**src/rtl/ssd_pkg.sv**
```systemverilog
// Shared types and seven-segment glyph constants for the 3-digit BCD display scanner.
package ssd_pkg;

  localparam int unsigned BCD_W = 4;
  localparam int unsigned SEG_W = 7;
  localparam int unsigned DIG_W = 3;

  typedef enum logic [1:0] {
    SLOT_HUND = 2'd0,
    SLOT_TENS = 2'd1,
    SLOT_ONES = 2'd2
  } slot_t;

  // One captured display value: three BCD digits plus its leading-zero mode.
  typedef struct packed {
    logic [BCD_W-1:0] hundreds;
    logic [BCD_W-1:0] tens;
    logic [BCD_W-1:0] ones;
    logic             blank_lz;
  } bcd3_t;

  // Segment order {g,f,e,d,c,b,a}, active-high.
  localparam logic [SEG_W-1:0] SEG_0    = 7'h3F;
  localparam logic [SEG_W-1:0] SEG_1    = 7'h06;
  localparam logic [SEG_W-1:0] SEG_2    = 7'h5B;
  localparam logic [SEG_W-1:0] SEG_3    = 7'h4F;
  localparam logic [SEG_W-1:0] SEG_4    = 7'h66;
  localparam logic [SEG_W-1:0] SEG_5    = 7'h6D;
  localparam logic [SEG_W-1:0] SEG_6    = 7'h7D;
  localparam logic [SEG_W-1:0] SEG_7    = 7'h07;
  localparam logic [SEG_W-1:0] SEG_8    = 7'h7F;
  localparam logic [SEG_W-1:0] SEG_9    = 7'h6F;
  localparam logic [SEG_W-1:0] SEG_DASH = 7'h40;
  localparam logic [SEG_W-1:0] SEG_OFF  = 7'h00;

endpackage

```
**src/rtl/bcd3_ssd_scanner_if.sv**
```systemverilog
// Load-side BCD triple and display-side scan outputs of the scanner.
interface bcd3_ssd_scanner_if;
  import ssd_pkg::*;

  logic             load;
  logic [BCD_W-1:0] hundreds;
  logic [BCD_W-1:0] tens;
  logic [BCD_W-1:0] ones;
  logic             blank_lz;
  logic [SEG_W-1:0] seg;
  logic [DIG_W-1:0] digit_en;
  logic             frame_done;

  modport master (
    output load, hundreds, tens, ones, blank_lz,
    input  seg, digit_en, frame_done
  );

  modport slave (
    input  load, hundreds, tens, ones, blank_lz,
    output seg, digit_en, frame_done
  );

endinterface

```
**src/rtl/bcd3_ssd_scanner_bcd_to_7seg.sv**
```systemverilog
// Combinational BCD digit to seven-segment glyph; non-decimal codes show a dash.
module bcd_to_7seg
  import ssd_pkg::*;
(
  input  logic [BCD_W-1:0] bcd,
  output logic [SEG_W-1:0] glyph_c
);

  always_comb begin
    glyph_c = SEG_DASH;
    case (bcd)
      4'd0:    glyph_c = SEG_0;
      4'd1:    glyph_c = SEG_1;
      4'd2:    glyph_c = SEG_2;
      4'd3:    glyph_c = SEG_3;
      4'd4:    glyph_c = SEG_4;
      4'd5:    glyph_c = SEG_5;
      4'd6:    glyph_c = SEG_6;
      4'd7:    glyph_c = SEG_7;
      4'd8:    glyph_c = SEG_8;
      4'd9:    glyph_c = SEG_9;
      default: glyph_c = SEG_DASH;
    endcase
  end

endmodule

```
**src/rtl/bcd3_ssd_scanner.sv**
```systemverilog
// Time-multiplexed 3-digit seven-segment scanner with shadowed, frame-aligned
// display updates, per-slot anti-ghost blanking and optional leading-zero blanking.
module bcd3_ssd_scanner
  import ssd_pkg::*;
#(
  parameter int unsigned SCAN_DIV       = 1000,
  parameter int unsigned BLANK_CYC      = 16,
  parameter bit          ACTIVE_LOW_SEG = 1'b0
) (
  input  logic                clk,
  input  logic                n_rst,
  bcd3_ssd_scanner_if.slave   bus
);

  localparam int unsigned      CNT_W     = (SCAN_DIV > 1) ? $clog2(SCAN_DIV) : 1;
  localparam logic [CNT_W-1:0] CNT_LAST  = CNT_W'(SCAN_DIV - 1);
  localparam logic [CNT_W-1:0] CNT_PRE   = CNT_W'(SCAN_DIV - 2);
  localparam logic [CNT_W-1:0] BLANK_END = CNT_W'(BLANK_CYC);
  localparam logic [SEG_W-1:0] SEG_DARK  = ACTIVE_LOW_SEG ? ~SEG_OFF : SEG_OFF;

  slot_t            slot;
  logic [CNT_W-1:0] cnt;

  bcd3_t            shadow;
  bcd3_t            display;
  logic             pending;

  logic [SEG_W-1:0] seg_q;
  logic [DIG_W-1:0] digit_en_q;
  logic             frame_done_q;

  bcd3_t            incoming_c;
  logic             frame_end_c;
  logic [BCD_W-1:0] cur_digit_c;
  logic [DIG_W-1:0] slot_onehot_c;
  logic             dark_c;
  logic [SEG_W-1:0] glyph_c;
  logic [SEG_W-1:0] seg_nxt_c;
  logic [DIG_W-1:0] digit_en_nxt_c;

  assign incoming_c  = {bus.hundreds, bus.tens, bus.ones, bus.blank_lz};
  assign frame_end_c = (slot == SLOT_ONES) && (cnt == CNT_LAST);

  // Digit selection, slot position and blanking for the state currently scanned.
  always_comb begin
    cur_digit_c   = display.ones;
    slot_onehot_c = 3'b001;
    dark_c        = (cnt < BLANK_END);
    case (slot)
      SLOT_HUND: begin
        cur_digit_c   = display.hundreds;
        slot_onehot_c = 3'b100;
        dark_c        = dark_c || (display.blank_lz && (display.hundreds == 4'd0));
      end
      SLOT_TENS: begin
        cur_digit_c   = display.tens;
        slot_onehot_c = 3'b010;
        dark_c        = dark_c || (display.blank_lz && (display.hundreds == 4'd0)
                                                   && (display.tens == 4'd0));
      end
      default: begin
        cur_digit_c   = display.ones;
        slot_onehot_c = 3'b001;
      end
    endcase
  end

  bcd_to_7seg u_dec (
    .bcd     (cur_digit_c),
    .glyph_c (glyph_c)
  );

  always_comb begin
    seg_nxt_c      = SEG_DARK;
    digit_en_nxt_c = '0;
    if (!dark_c) begin
      seg_nxt_c      = ACTIVE_LOW_SEG ? ~glyph_c : glyph_c;
      digit_en_nxt_c = slot_onehot_c;
    end
  end

  // Slot counter and slot FSM.
  always_ff @(posedge clk or negedge n_rst) begin
    if (!n_rst) begin
      slot <= SLOT_HUND;
      cnt  <= '0;
    end else if (cnt == CNT_LAST) begin
      cnt <= '0;
      case (slot)
        SLOT_HUND: slot <= SLOT_TENS;
        SLOT_TENS: slot <= SLOT_ONES;
        default:   slot <= SLOT_HUND;
      endcase
    end else begin
      cnt <= cnt + CNT_W'(1);
    end
  end

  // Shadow capture and frame-boundary commit; a load on the boundary goes straight through.
  always_ff @(posedge clk or negedge n_rst) begin
    if (!n_rst) begin
      shadow  <= '0;
      display <= '0;
      pending <= 1'b0;
    end else if (frame_end_c) begin
      if (bus.load) begin
        display <= incoming_c;
      end else if (pending) begin
        display <= shadow;
      end
      pending <= 1'b0;
    end else if (bus.load) begin
      shadow  <= incoming_c;
      pending <= 1'b1;
    end
  end

  // frame_done is looked ahead one cycle so it is high in the same cycle as the commit.
  always_ff @(posedge clk or negedge n_rst) begin
    if (!n_rst) begin
      seg_q        <= SEG_DARK;
      digit_en_q   <= '0;
      frame_done_q <= 1'b0;
    end else begin
      seg_q        <= seg_nxt_c;
      digit_en_q   <= digit_en_nxt_c;
      frame_done_q <= (slot == SLOT_ONES) && (cnt == CNT_PRE);
    end
  end

  assign bus.seg        = seg_q;
  assign bus.digit_en   = digit_en_q;
  assign bus.frame_done = frame_done_q;

endmodule

```
**src/flat_wrapper.sv**
```systemverilog
// flat-port wrapper written by rule: the top's interface ports become plain ports
module bcd3_ssd_scanner_flat import ssd_pkg::*;
#(
  parameter int unsigned SCAN_DIV       = 1000,
  parameter int unsigned BLANK_CYC      = 16,
  parameter bit          ACTIVE_LOW_SEG = 1'b0
)
  (clk, n_rst, bus_load, bus_hundreds, bus_tens, bus_ones, bus_blank_lz, bus_seg, bus_digit_en, bus_frame_done);
  bcd3_ssd_scanner_if bus_i ();
  input  logic clk;
  input  logic n_rst;
  input wire logic [$bits(bus_i.load)-1:0] bus_load;
  input wire logic [$bits(bus_i.hundreds)-1:0] bus_hundreds;
  input wire logic [$bits(bus_i.tens)-1:0] bus_tens;
  input wire logic [$bits(bus_i.ones)-1:0] bus_ones;
  input wire logic [$bits(bus_i.blank_lz)-1:0] bus_blank_lz;
  output wire logic [$bits(bus_i.seg)-1:0] bus_seg;
  output wire logic [$bits(bus_i.digit_en)-1:0] bus_digit_en;
  output wire logic [$bits(bus_i.frame_done)-1:0] bus_frame_done;
  assign bus_i.load = bus_load;
  assign bus_i.hundreds = bus_hundreds;
  assign bus_i.tens = bus_tens;
  assign bus_i.ones = bus_ones;
  assign bus_i.blank_lz = bus_blank_lz;
  assign bus_seg = bus_i.seg;
  assign bus_digit_en = bus_i.digit_en;
  assign bus_frame_done = bus_i.frame_done;
  bcd3_ssd_scanner #(.SCAN_DIV(SCAN_DIV), .BLANK_CYC(BLANK_CYC), .ACTIVE_LOW_SEG(ACTIVE_LOW_SEG)) u_core (.clk(clk), .n_rst(n_rst), .bus(bus_i));
endmodule
```
**config.mk**
```make
export PLATFORM = sky130hd
export DESIGN_NAME = bcd3_ssd_scanner_flat
export DESIGN_NICKNAME = d
export VERILOG_FILES = /design/src/rtl/ssd_pkg.sv /design/src/rtl/bcd3_ssd_scanner_if.sv /design/src/rtl/bcd3_ssd_scanner_bcd_to_7seg.sv /design/src/rtl/bcd3_ssd_scanner.sv /design/src/flat_wrapper.sv
export SDC_FILE = /design/constraint.sdc
export NUM_CORES = 1
export LEC_CHECK = 0
export ABC_CLOCK_PERIOD_IN_PS = 2550
export CAP_MARGIN = 20
export CORE_AREA = 2 2 70 72
export CTS_BUF_LIST = sky130_fd_sc_hd__clkbuf_16
export DETAILED_ROUTE_END_ITERATION = 7
export DIE_AREA = 0 0 72 74
export PLACE_DENSITY = 0.74
export SLEW_MARGIN = 20
export SYNTH_ARGS = -nofsm -noshare
export SYNTH_HDL_FRONTEND = slang
export SYNTH_SLANG_ARGS = --single-unit
```
**constraint.sdc**
```tcl
create_clock -name clk -period 2.55 [get_ports clk]
set_clock_uncertainty 0.2 [all_clocks]
set_input_delay 0.3825 -clock clk [delete_from_list [all_inputs] [get_ports clk]]
set_output_delay 0.3825 -clock clk [all_outputs]
set_load 0.02 [all_outputs]
```
==> impl_metrics.json <==
{
  "nets": 245,
  "setup_tns_ps": 0,
  "seq_area_um2": 1250,
  "first_pass_iters": 4,
  "port_buffers": 26,
  "cts.sinks": 50,
  "grt_overflow": 0,
  "status": "finished with violations",
  "report.final.slew_viol_count": 0,
  "cp-start-kind": "flip-flop",
  "ys_types": 45,
  "grt_pass1_vias": 1684,
  "multi_input_area_um2": 1090,
  "worstMarginPinSlew_ps": 610,
  "cts_root_buf": "clkbuf_16",
  "design_area_um2": 2860,
  "cts_resized": 0,
  "max-vdd-ir-drop_v": 0.000513,
  "hold_class": "in -> async",
  "grt_use_met1_pct": 25.3,
  "synthFlopType": "dfrtp_1",
  "timing.final.crit_share_pct": 86.8,
  "p_leak_nw": 1.23,
  "dp_cells": 269,
  "place_area_um2": 2730,
  "cts-buffers-inserted": 5,
  "synth.avg_cell_area_um2": 12.7,
  "drtIter0Drc": 106,
  "grt_max_degree": 51,
  "grtUsageMet3_pct": 3.79,
  "globalplace.congestion": 0.832,
  "violations": "hold timing",
  "setup_viol": 0,
  "detailed_place_hpwl_um": 3280,
  "syn_inst": 191,
  "synth_top_area_cell": "dfrtp_1",
  "synth.cell_area_um2": 2420,
  "drive_above_1_share_pct": 18.1,
  "fillCellCount": 360,
  "instances_no_fill": 275,
  "routed_wl_um": 4560,
  "die_h_um": 74,
  "synth_area_leaders": "dfrtp_1 52%, mux2_2 5.1%, o221a_1 4.2%, mux2_1 3.7%, o21bai_1 3.7%",
  "hold_viol": 9,
  "drcViolationCount": 0,
  "critical_path_class": "reg -> reg",
  "cts_tree": "done",
  "arrival_ps": 2200,
  "n_antenna_cell": 0,
  "grt_pass1_wl_um": 8130,
  "crit_path_max_fanout": 6,
  "clk_pin_slew_ps": 60,
  "cts_setup_buffers": 0,
  "drv_cap": 0,
  "postRouteAntennaNets": 0,
  "synth_edf_count": 0,
  "use_met2_pct": 33.0,
  "die_area_um2": 5330,
  "synth_common_cells": "50 x dfrtp_1, 13 x nor2_1, 12 x o21bai_1",
  "syn_nets": 214,
  "grt_setup_unrepaired": "no",
  "grt_usage_pct": 20.0,
  "ctsHoldBuffers": 0,
  "wl_per_cell_um": 16.6,
  "ys_seq_area_share_pct": 51.6,
  "viasPerCell": 5.93,
  "synth_top_area_share_pct": 51.6,
  "vias": 1631,
  "ios": 27,
  "coreArea_um2": 4600,
  "p_per_area_nw_per_um2": 568,
  "yosysMostFrequentCell": "dfrtp_1",
  "ys_warn_count": 0,
  "max_freq_mhz": 452,
  "syn2layout_area_growth_pct": 18.0,
  "async_reset_ff_share_pct": 100,
  "slew_headroom_pct": 59.3,
  "clkLatencyLatePin_ps": 280,
  "die_w_um": 72,
  "rows": 25,
  "cts.htree.levels": 2,
  "start_util_pct": 52.7,
  "post-route-min-period_ps": 2210,
  "critPathRequiredTime_ps": 2540,
  "globalRoute.busiestLayer": "met2",
  "hold_slack_ps": -4.93,
  "synth-seq-cells": 50,
  "cp-end-kind": "flip-flop",
  "cts.path.max_buffers": 2,
  "grt_antenna_before_repair": 0
}
[state kept, by name, summed over array words and instances, names as in the netlist]
signal and count:
u_core.shadow 13, u_core.pending 1, u_core.bus.digit_en 3, u_core.display 13, u_core.bus.frame_done 1, u_core.slot 2
u_core.bus.seg 7, u_core.cnt 10
[kinds of logic after synthesis]
group	share of synthesized area, %
buffers and inverters	3.30
AO/OA/AOI/OAI	13.4
multiplexers	13.3
adder cells (fa/ha/maj)	3.61
flip-flops	51.6
XOR/XNOR	2.53
AND/OR/NAND/NOR	12.3
[worst max-delay path, stage by stage, from the launching register on]
cell and delay [ps]:
dfrtp_1 400, mux2_1 360, mux2i_4 240, inv_1 100, ha_1 310, mux2_2 280, a211oi_1 230
[worst paths after layout]
path	start	to	cells past startpoint	slack (ps)
max	u_core.slot[0]	u_core.bus.seg[3]	6	340
min	n_rst	u_core.cnt[5]	2	-5
max reg2reg	u_core.slot[0]	u_core.bus.seg[3]	6	340
min reg2reg	u_core.shadow[2]	u_core.shadow[2]	1	300
max in group asynchronous	n_rst	u_core.display[2]	2	1750
min in group clk	u_core.shadow[2]	u_core.shadow[2]	1	300
[report_power, final]
part / total, mW / internal (mW) / leakage (nW) / switching (mW)
sequential: 0.855 / 0.833 / 0.597 / 0.0216
combinational: 0.155 / 0.0834 / 0.565 / 0.0719
clock: 0.613 / 0.349 / 0.0632 / 0.264
total: 1.62 / 1.27 / 1.23 / 0.358
[final cells by class]
type | instances | area share [%]
Tap cell | 54 | 2.36
Multi-Input combinational cell | 127 | 38.2
Clock inverter | 1 | 0.131
Inverter | 7 | 0.962
Timing Repair Buffer | 31 | 10.2
Clock buffer | 5 | 4.37
Sequential cell | 50 | 43.7
[per-stage QoR]
step                hold slack [ps]  setup WS, ps  power (mW)  utilization [%]
global route                   62.7           166        1.68             62.2
CTS                            24.5           326        1.64             62.2
global placement                276           448        1.02             59.4
floorplan                      -113           313       0.945                -
finish                        -4.93           337        1.62             62.2
detailed placement              286           339        1.03             59.4
[cell usage in the layout (no fill, tap or decap), types with 4 or more instances in the layout]
master and instances:
buf_4 5, clkbuf_16 5, clkdlybuf4s50_1 25, dfrtp_1 50, ha_1 7, inv_1 6, mux2_1 8, mux2_2 11
mux2i_1 4, nand2_1 6, nand3_1 7, nor2_1 13, nor3_1 4, o21bai_1 12, o221a_1 9, xor2_1 4
[per-layer routing]
| layer | part of all wire, % | wire [um] |
|---|---|---|
| met5 | 0 | 0 |
| met3 | 3.6 | 166 |
| met2 | 49 | 2230 |
| met1 | 44 | 2010 |
| met4 | 3.2 | 148 |
Note: power is estimated with default switching activity, not from simulation.
